### src/rtl/force_step_sequencer.sv
// Time-multiplexes one shared force calculator across all bodies: per object it issues every
// other-body index, accumulates the returned forces and commits a saturated sum to the bank.
// Optional build macro FORCE_SEQ_OVERRUN_CNT_EN enables the dropped-step-request counter.
module force_step_sequencer #(
  parameter int N_OBJ      = 8,
  parameter int SEL_W      = 3,
  parameter int FORCE_W    = 14,
  parameter int FC_LATENCY = 1
) (
  input  logic               clock,
  input  logic               reset,
  input  logic               step_req,
  output logic               step_busy,
  output logic               step_done,
  output logic [SEL_W-1:0]   obj_sel,
  output logic [SEL_W-1:0]   other_sel,
  output logic               fc_issue,
  input  logic [FORCE_W-1:0] x_force_in,
  input  logic [FORCE_W-1:0] y_force_in,
  output logic [FORCE_W-1:0] x_force_sum,
  output logic [FORCE_W-1:0] y_force_sum,
  output logic               commit,
  output logic [SEL_W-1:0]   commit_sel,
  output logic [7:0]         overrun_count
);

  typedef enum logic [1:0] {S_IDLE, S_ISSUE, S_DRAIN, S_COMMIT} state_t;

  localparam int ACC_W = FORCE_W + SEL_W;
  localparam logic [SEL_W-1:0] LAST_SEL   = SEL_W'(N_OBJ - 1);
  localparam logic [7:0]       DRAIN_LAST = 8'(FC_LATENCY - 1);
  localparam logic signed [ACC_W-1:0] SAT_MAX = {{(SEL_W+1){1'b0}}, {(FORCE_W-1){1'b1}}};
  localparam logic signed [ACC_W-1:0] SAT_MIN = {{(SEL_W+1){1'b1}}, {(FORCE_W-1){1'b0}}};

  state_t               state_q;
  logic [SEL_W-1:0]     obj_sel_q, other_sel_q, commit_sel_q;
  logic                 fc_issue_q, busy_q, done_q, commit_q;
  logic [FORCE_W-1:0]   x_sum_q, y_sum_q;
  logic [7:0]           drain_cnt_q;
  logic signed [ACC_W-1:0] acc_x_q, acc_y_q, acc_x_d, acc_y_d;
  logic signed [ACC_W-1:0] x_ext, y_ext;
  logic                 acc_en, first_issue, to_commit;

  function automatic logic [FORCE_W-1:0] sat(input logic signed [ACC_W-1:0] a);
    if (a > SAT_MAX)      return {1'b0, {(FORCE_W-1){1'b1}}};
    else if (a < SAT_MIN) return {1'b1, {(FORCE_W-1){1'b0}}};
    else                  return a[FORCE_W-1:0];
  endfunction

  assign x_ext = {{SEL_W{x_force_in[FORCE_W-1]}}, x_force_in};
  assign y_ext = {{SEL_W{y_force_in[FORCE_W-1]}}, y_force_in};

  // The in-flight valid pipe is the sole accumulate enable; latency 0 uses the issue itself.
  if (FC_LATENCY == 0) begin : g_comb
    assign acc_en = fc_issue_q;
  end else begin : g_pipe
    logic [FC_LATENCY-1:0] vld_q;
    logic [FC_LATENCY:0]   vld_shift;
    assign vld_shift = {vld_q, fc_issue_q};
    always_ff @(posedge clock) begin
      if (reset) vld_q <= '0;
      else       vld_q <= vld_shift[FC_LATENCY-1:0];
    end
    assign acc_en = vld_q[FC_LATENCY-1];
  end

  always_comb begin
    // NOTE: every combinational output gets a default first so no latch is inferred.
    first_issue = fc_issue_q && (other_sel_q == '0);
    to_commit   = 1'b0;
    if (state_q == S_ISSUE && other_sel_q == LAST_SEL && FC_LATENCY == 0) to_commit = 1'b1;
    if (state_q == S_DRAIN && drain_cnt_q == DRAIN_LAST)                  to_commit = 1'b1;
    acc_x_d = (first_issue ? '0 : acc_x_q) + (acc_en ? x_ext : '0);
    acc_y_d = (first_issue ? '0 : acc_y_q) + (acc_en ? y_ext : '0);
  end

  always_ff @(posedge clock) begin
    if (reset) begin
      acc_x_q <= '0;
      acc_y_q <= '0;
    end else begin
      acc_x_q <= acc_x_d;
      acc_y_q <= acc_y_d;
    end
  end

  // NOTE: sequential state uses non-blocking assignments so every register samples pre-edge values.
  always_ff @(posedge clock) begin
    if (reset) begin
      state_q      <= S_IDLE;
      obj_sel_q    <= '0;
      other_sel_q  <= '0;
      commit_sel_q <= '0;
      fc_issue_q   <= 1'b0;
      busy_q       <= 1'b0;
      done_q       <= 1'b0;
      commit_q     <= 1'b0;
      x_sum_q      <= '0;
      y_sum_q      <= '0;
      drain_cnt_q  <= '0;
    end else begin
      commit_q <= 1'b0;
      done_q   <= 1'b0;
      case (state_q)
        S_IDLE: begin
          if (step_req) begin
            state_q     <= S_ISSUE;
            obj_sel_q   <= '0;
            other_sel_q <= '0;
            fc_issue_q  <= 1'b1;
            busy_q      <= 1'b1;
          end
        end
        S_ISSUE: begin
          if (other_sel_q == LAST_SEL) begin
            fc_issue_q  <= 1'b0;
            other_sel_q <= '0;
            drain_cnt_q <= '0;
            state_q     <= (FC_LATENCY == 0) ? S_COMMIT : S_DRAIN;
          end else begin
            other_sel_q <= other_sel_q + 1'b1;
          end
        end
        S_DRAIN: begin
          if (drain_cnt_q == DRAIN_LAST) state_q <= S_COMMIT;
          else                           drain_cnt_q <= drain_cnt_q + 8'd1;
        end
        S_COMMIT: begin
          if (obj_sel_q == LAST_SEL) begin
            state_q <= S_IDLE;
            busy_q  <= 1'b0;
          end else begin
            obj_sel_q  <= obj_sel_q + 1'b1;
            fc_issue_q <= 1'b1;
            state_q    <= S_ISSUE;
          end
        end
        default: state_q <= S_IDLE;
      endcase
      // The sum includes any result arriving in the same cycle the FSM heads into COMMIT.
      if (to_commit) begin
        commit_q     <= 1'b1;
        commit_sel_q <= obj_sel_q;
        x_sum_q      <= sat(acc_x_d);
        y_sum_q      <= sat(acc_y_d);
        done_q       <= (obj_sel_q == LAST_SEL);
      end
    end
  end

`ifdef FORCE_SEQ_OVERRUN_CNT_EN
  logic [7:0] ovr_q;
  always_ff @(posedge clock) begin
    if (reset)                                       ovr_q <= '0;
    else if (step_req && busy_q && ovr_q != 8'hFF)   ovr_q <= ovr_q + 8'd1;
  end
  assign overrun_count = ovr_q;
`else
  assign overrun_count = 8'd0;
`endif

  assign step_busy   = busy_q;
  assign step_done   = done_q;
  assign obj_sel     = obj_sel_q;
  assign other_sel   = other_sel_q;
  assign fc_issue    = fc_issue_q;
  assign x_force_sum = x_sum_q;
  assign y_force_sum = y_sum_q;
  assign commit      = commit_q;
  assign commit_sel  = commit_sel_q;

endmodule

### config.mk
export PLATFORM = sky130hd
export DESIGN_NAME = force_step_sequencer
export DESIGN_NICKNAME = d
export VERILOG_FILES = /design/src/rtl/force_step_sequencer.sv
export SDC_FILE = /design/constraint.sdc
export NUM_CORES = 1
export LEC_CHECK = 0
export BUFFER_PORTS_ARGS = -buffer_cell sky130_fd_sc_hd__buf_4
export CORE_MARGIN = 2
export CORE_UTILIZATION = 30
export DETAILED_ROUTE_END_ITERATION = 12
export PLACE_DENSITY_LB_ADDON = 0.05
export SYNTH_ARGS = -nofsm -noshare
export SYNTH_HDL_FRONTEND = slang
export SYNTH_SLANG_ARGS = --single-unit
### constraint.sdc
create_clock -name clock -period 4.1 [get_ports clock]
set_input_delay 0.82 -clock clock [delete_from_list [all_inputs] [get_ports clock]]
set_output_delay 0.82 -clock clock [all_outputs]
set_load 0.01 [all_outputs]
# Word-level counts from Yosys, hierarchy flattened
# Cells that the tools add are included.
[word_totals]
regBits = 86
out_inout_bits = 49
word_cells = 80
in_bits = 31
[op_classes]
eq_ne = 11
muxes = 29
addsub = 5
order_cmp = 4
n_reduce_logical = 16
bitwise_logic = 1
[ops]
columns = ["op", "n"]
rows = [
  ["$mux W17", 4],
  ["$mux W14", 4],
  ["$add A17 B17 Y17", 2],
  ["$gt A17 B14 Y1 const B", 2],
  ["$lt A17 B14 Y1 const B", 2],
  ["$mux W8", 2],
  ["$pmux W8 S2", 1],
  ["$pmux W3 S2", 2],
  ["$reduce_and A3 Y1", 4],
  ["$mux W3", 3],
  ["$add A8 B1 Y8 const B", 1],
  ["$logic_not A8 Y1", 1],
  ["$ne A2 B2 Y1 const B", 4],
  ["$pmux W2 S4", 1],
  ["$mux W1", 7],
  ["$add A3 B1 Y3 const B", 2],
  ["$eq A3 B3 Y1 const B", 2],
  ["$mux W2", 3],
  ["$reduce_bool A2 Y1", 3],
  ["$eq A2 B2 Y1 const B", 2],
  ["$ne A2 B1 Y1 const B", 2],
  ["$reduce_and A4 Y1", 1],
  ["$logic_not A3 Y1", 1],
  ["$pmux W1 S3", 1],
  ["8 further kinds", 9],
]

# Depth between registers and ports, before layout
[depth]
ltp_word = 7
depth_mapped = 18
ltp_nobuf = 16

# Worst setup path after synthesis
# OpenSTA, ideal clock, no wires.
[synth_timing]
path_kind = "reg-to-reg"
startpoint = "register other_sel_q[0], in the netlist other_sel[0]"
endpoint = "register y_sum_q[4], in the netlist y_force_sum[4]"
path_stages_with_launch = 19
t_arrival_ns = 3.482
setup_slack_ns = 0.533
period_less_slack_ns = 3.567
required_ns = 4.014
cell_sequence = "dfxtp_1 -> inv_1 -> ha_1 -> nand3b_1 -> clkbuf_1 -> and2_1 -> ha_1 -> inv_1 -> fa_1 -> nor2b_1 -> o31ai_1 -> a2111oi_2 -> nor3_1 -> o21ai_1 -> xor2_1 -> a21o_1 -> buf_4 -> nand2_1 -> a211oi_1"
[synth_between]
elab_chain_cells = 7
elab_cells_between_ends = 8
cone_classes = "add/sub: 1; order compare: 2; mux: 3; reduce/logical: 2"
[synth_rtl]
columns = ["element", "line", "rtl"]
rows = [
  ["from (decl)", "36", "logic [SEL_W-1:0] obj_sel_q, other_sel_q, commit_sel_q;"],
  ["from (signal assigned)", "121", "other_sel_q <= other_sel_q + 1'b1;"],
  ["$logic_not A3 Y1 (*)", "69", "first_issue = fc_issue_q && (other_sel_q == '0);"],
  ["$logic_and A1 B1 Y1 (*)", "69", ""],
  ["$mux W17 (*)", "74", "acc_y_d = (first_issue ? '0 : acc_y_q) + (acc_en ? y_ext : '0);"],
  ["$add A17 B17 Y17 (*)", "74", ""],
  ["$lt A17 B14 Y1", "46", "else if (a < SAT_MIN) return {1'b1, {(FORCE_W-1){1'b0}}};"],
  ["$mux W14", "46", ""],
  ["$mux W14 (*)", "45", "if (a > SAT_MAX) return {1'b0, {(FORCE_W-1){1'b1}}};"],
  ["to (signal assigned)", "145", "y_sum_q <= sat(acc_y_d);"],
  ["to (decl)", "38", "logic [FORCE_W-1:0] x_sum_q, y_sum_q;"],
]
# Mark *: on every way between the ends. The rest lies on a longest branch, timed or not.
# A chain may end at the register's enable or synchronous reset.

# Worst setup path after layout
[layout_timing]
startpoint = "register other_sel_q[0], in the netlist other_sel[0]"
endpoint = "register x_sum_q[7], in the netlist x_force_sum[7]"
[layout_between]
elab_chain_cells = 7
elab_cells_between_ends = 8
cone_classes = "add/sub: 1; order compare: 2; mux: 3; reduce/logical: 2"
[layout_rtl]
columns = ["element", "line", "rtl"]
rows = [
  ["$logic_not A3 Y1 (*)", "69", ""],
  ["$logic_and A1 B1 Y1 (*)", "69", ""],
  ["$mux W17 (*)", "73", "acc_x_d = (first_issue ? '0 : acc_x_q) + (acc_en ? x_ext : '0);"],
  ["$add A17 B17 Y17 (*)", "73", ""],
  ["$lt A17 B14 Y1", "46", ""],
  ["$mux W14", "46", ""],
  ["$mux W14 (*)", "45", ""],
  ["to (signal assigned)", "144", "x_sum_q <= sat(acc_x_d);"],
  ["to (decl)", "38", ""],
]
# Marks and branches as above.

==> results.sh <==
export IMPL_num_antenna_cells=0
export IMPL_p_total_mw=3.42
export IMPL_finalCritPeriodShare=0.921
export IMPL_cp_start_kind="flop"
export IMPL_synth_seq_area_share=0.326
export IMPL_hp_class="flop to flop"
export IMPL_synth_area_leaders="dfxtp_1 33%, ha_1 10%, and2_1 8.3%"
export IMPL_p_seq_frac=0.332
export IMPL_path_buf_inv=3
export IMPL_critical_path_top_delay_family="compound AO/OA/AOI/OAI gates"
export IMPL_reg2regPathDepth=16
export IMPL_cts_root_buf="clkbuf_16"
export IMPL_finish_instance_area_mm2=0.00639
export IMPL_cp_max_fo=18
export IMPL_slowest_stage="dfxtp_1"
export IMPL_post_synth_top_area_cell="dfxtp_1"
export IMPL_finalSetupTns_ps=0
export IMPL_swShare=0.374
export IMPL_final_nets=774
export IMPL_hold_slack_ps=455
export IMPL_p_sw_mw=1.28
export IMPL_synth_area_per_cell_um2=8.42
export IMPL_multi_input_area_mm2=0.00335
export IMPL_final_antenna_net_count=0
export IMPL_crit_path_cell_trace="inv_1 > ha_1 > nand3b_1 > buf_12 > and2_1 > ha_1 > a211o_1 > nand2_1 > o21ai_2 > o41ai_4 > o31ai_1 > xor2_1 > nand2_1 > o21a_1 > buf_4 > o31ai_1"
export IMPL_cts_sinks=86
export IMPL_timing_rr_start="other_sel[0]$_SDFFE_PP0P_"
export IMPL_yosys_warnings=0
export IMPL_post_place_ws_ps=124
export IMPL_via_per_inst=4.88
export IMPL_drive_gt1_frac=0.177
export IMPL_outcome="completed"
export IMPL_gp_congestion=0.797
export IMPL_dieArea_mm2=0.0187
export IMPL_reg2reg_setup_slack_ps=320
export IMPL_drv_cap=0
export IMPL_first_global_vias=4444
export IMPL_portBuffers=71
export IMPL_power_frac_comb=0.425
export IMPL_grt_pass1_wl_um=22500
export IMPL_drc=0
export IMPL_chipWidth_um=137
export IMPL_holdBufCountCts=0
export IMPL_required_ps=4350
export IMPL_fill_cells=1815
export IMPL_clk_pin_slew_ps=60
export IMPL_worstSkewPairLatency_ps=340
export IMPL_synth_ff_type="dfxtp_1"
export IMPL_cts_tree="done"
export IMPL_synthArstFlopShare=0
export IMPL_worstPathArrival_ps=4030
export IMPL_setup_violations=0
export IMPL_ys_ff_latch=86
export IMPL_irDropWorstVdd_mv=0.238
export IMPL_worst_pin_slew_ps=996
export IMPL_die_h_um=137
export IMPL_start_util=0.307
export IMPL_internal_power_mw=2.14
export IMPL_grt_max_degree=62
export IMPL_core_area_mm2=0.0172
export IMPL_initialDrtViolationCount=241
export IMPL_vias=4510
export IMPL_synth_cells=628
export IMPL_hpwlAfterDp_um=10300
export IMPL_skew_ps=5.85
export IMPL_num_rows=48
export IMPL_syn_area_mm2=0.00529
export IMPL_crit_type="flop to flop"
export IMPL_grt_use_total=0.154
export IMPL_yosysTopAreaCellShare=0.326
export IMPL_hold_viol_final=0
export IMPL_postRouteWirelength_um=13600
export IMPL_synth_edf_count=0
export IMPL_antenna_found_initial=0
export IMPL_fin_crit_ps=3780
export IMPL_clk_path_buf_depth=2
export IMPL_power_density_mw_per_mm2=534
export IMPL_drt_pass1_iter_count=4
export IMPL_grt_overflow_total=0
export IMPL_critPathLaunch="other_sel[0]$_SDFFE_PP0P_"
export IMPL_maxSlewHeadroom=0.330
export IMPL_p_clk_frac=0.243
export IMPL_synth_cell_types=65
export IMPL_worst_slack_ps=323
export IMPL_areaGrowthSynthToFinish_pct=21.0
export IMPL_slowest_delay_ps=410
export IMPL_htree_levels=3
export IMPL_p_leak_nw=2.86
export IMPL_io_pins=80
export IMPL_maxSlewViolCount=0
export IMPL_crit_cells=16
export IMPL_rr_endpoint="x_force_sum[7]$_SDFFE_PP0P_"
export IMPL_wl_per_cell_um=14.7
export IMPL_regArea_mm2=0.00172
export IMPL_cts_buffers=9
export IMPL_min_delay_start="commit_sel[0]$_SDFFE_PP0P_"
export IMPL_place_area_mm2=0.00609
export IMPL_cp_endpoint="x_force_sum[7]$_SDFFE_PP0P_"
export IMPL_critical_path_endpoint_type="flop"
export IMPL_max_clock_freq_ghz=0.265
-- layout by cell type (no fill, tap or decap), types with 5 or more instances in the layout --
| master | count |
|---|---|
| and2_1 | 70 |
| a221o_2 | 9 |
| nand2b_1 | 10 |
| buf_4 | 80 |
| nor3_1 | 10 |
| o21a_1 | 5 |
| nor2_1 | 76 |
| nand2_1 | 42 |
| o31ai_1 | 11 |
| or3_1 | 5 |
| o21ai_0 | 27 |
| xor2_1 | 18 |
| conb_1 | 8 |
| and3_1 | 6 |
| a21oi_1 | 34 |
| xnor2_1 | 15 |
| inv_1 | 20 |
| a211oi_1 | 15 |
| dfxtp_1 | 86 |
| nand3_1 | 8 |
| ha_1 | 44 |
| clkbuf_16 | 9 |
| nor2b_1 | 11 |
| a21o_1 | 10 |
-- through the flow --
stage	utilization	instances
after floorplan	-	635
after global placement	0.353	910
after detailed placement	0.353	910
after CTS	0.370	924
after global routing	0.371	925
final	0.371	925
-- state kept, by name, summed over array words and instances (netlist names) --
register	cells
other_sel	3
x_force_sum	14
obj_sel	3
commit	1
commit_sel	3
drain_cnt_q	8
y_force_sum	14
acc_en	1
acc_x_q	17
fc_issue	1
state_q	2
acc_y_q	17
step_done	1
step_busy	1
-- cell type report --
| cell class | count | area share |
|---|---|---|
| tap | 225 | 0.0440 |
| clock buffer | 11 | 0.0380 |
| inverter | 20 | 0.0117 |
| timing repair buffer | 84 | 0.106 |
| multi-input combinational | 496 | 0.523 |
| clock inverter | 3 | 0.00724 |
| sequential | 86 | 0.269 |
-- power by group through the flow --
| stage | Combinational, mW | Sequential, mW | Clock (mW) |
|---|---|---|---|
| 6_report | 1.45 | 1.13 | 0.829 |
| 5_1_grt | 1.63 | 1.16 | 0.903 |
| 4_1_cts | 1.48 | 1.14 | 0.865 |
| 2_1_floorplan | 0.905 | 1.17 | 0 |
| 3_5_place_dp | 1.48 | 1.15 | 0 |
| 3_3_place_gp | 1.47 | 1.15 | 0 |
-- layer usage --
metal	global-route usage	up-vias	wire length (um)
li1	-	2326	-
met1	0.202	2101	6510
met2	0.256	69	6450
met3	0.0222	14	389
met4	0.0613	0	255
met5	0	-	0
-- cells in the mapped netlist (4+ instances only) --
| master | number |
|---|---|
| a211oi_1 | 15 |
| xor2_1 | 18 |
| and3_1 | 6 |
| nor3_1 | 10 |
| nand2_1 | 42 |
| buf_4 | 9 |
| a211o_1 | 4 |
| o21ai_0 | 27 |
| buf_2 | 7 |
| a21oi_1 | 34 |
| nor2b_1 | 11 |
| inv_1 | 20 |
| ha_1 | 44 |
| and2_1 | 70 |
| clkbuf_1 | 15 |
| nor2_1 | 76 |
| dfxtp_1 | 86 |
| o31ai_1 | 12 |
| a21o_1 | 10 |
| or3_1 | 5 |
| o21a_1 | 5 |
| a221o_2 | 9 |
| nand2b_1 | 10 |
| o21bai_1 | 4 |
| xnor2_1 | 15 |
| a22oi_1 | 4 |
| nand3_1 | 8 |
-- worst min-delay path: stages, from the launching register on --
cell	delay, ps
dfxtp_1	310
nand2_1	50
a21oi_1	50
-- how the worst min path moves through the flow --
stage | end | slack, ps | cells past startpoint
2_1_floorplan | drain_cnt_q[7]$_SDFFE_PP0P_ | 450 | 2
3_3_place_gp | commit_sel[2]$_SDFFE_PP0P_ | 440 | 2
3_5_place_dp | commit_sel[0]$_SDFFE_PP0P_ | 450 | 2
4_1_cts | commit_sel[0]$_SDFFE_PP0P_ | 460 | 2
5_1_grt | commit_sel[0]$_SDFFE_PP0P_ | 490 | 2
6_report | commit_sel[0]$_SDFFE_PP0P_ | 450 | 2
-- timing repair --
action | 4_1_cts | 5_1_grt
buffers inserted | 0 | 1
resized for setup | 0 | 1
endpoints found under the setup margin | 0 | 13
-- cell families after synthesis --
kind of cell,Yosys count,share of synthesized area
simple gates,252,0.243
buf+inv,53,0.0471
fa+ha+maj,46,0.112
xor+xnor,33,0.0547
flops,86,0.326
mux,3,0.00592
other cells,1,0.000710
compound gates,154,0.211
Power figures use the tool's default switching activity.
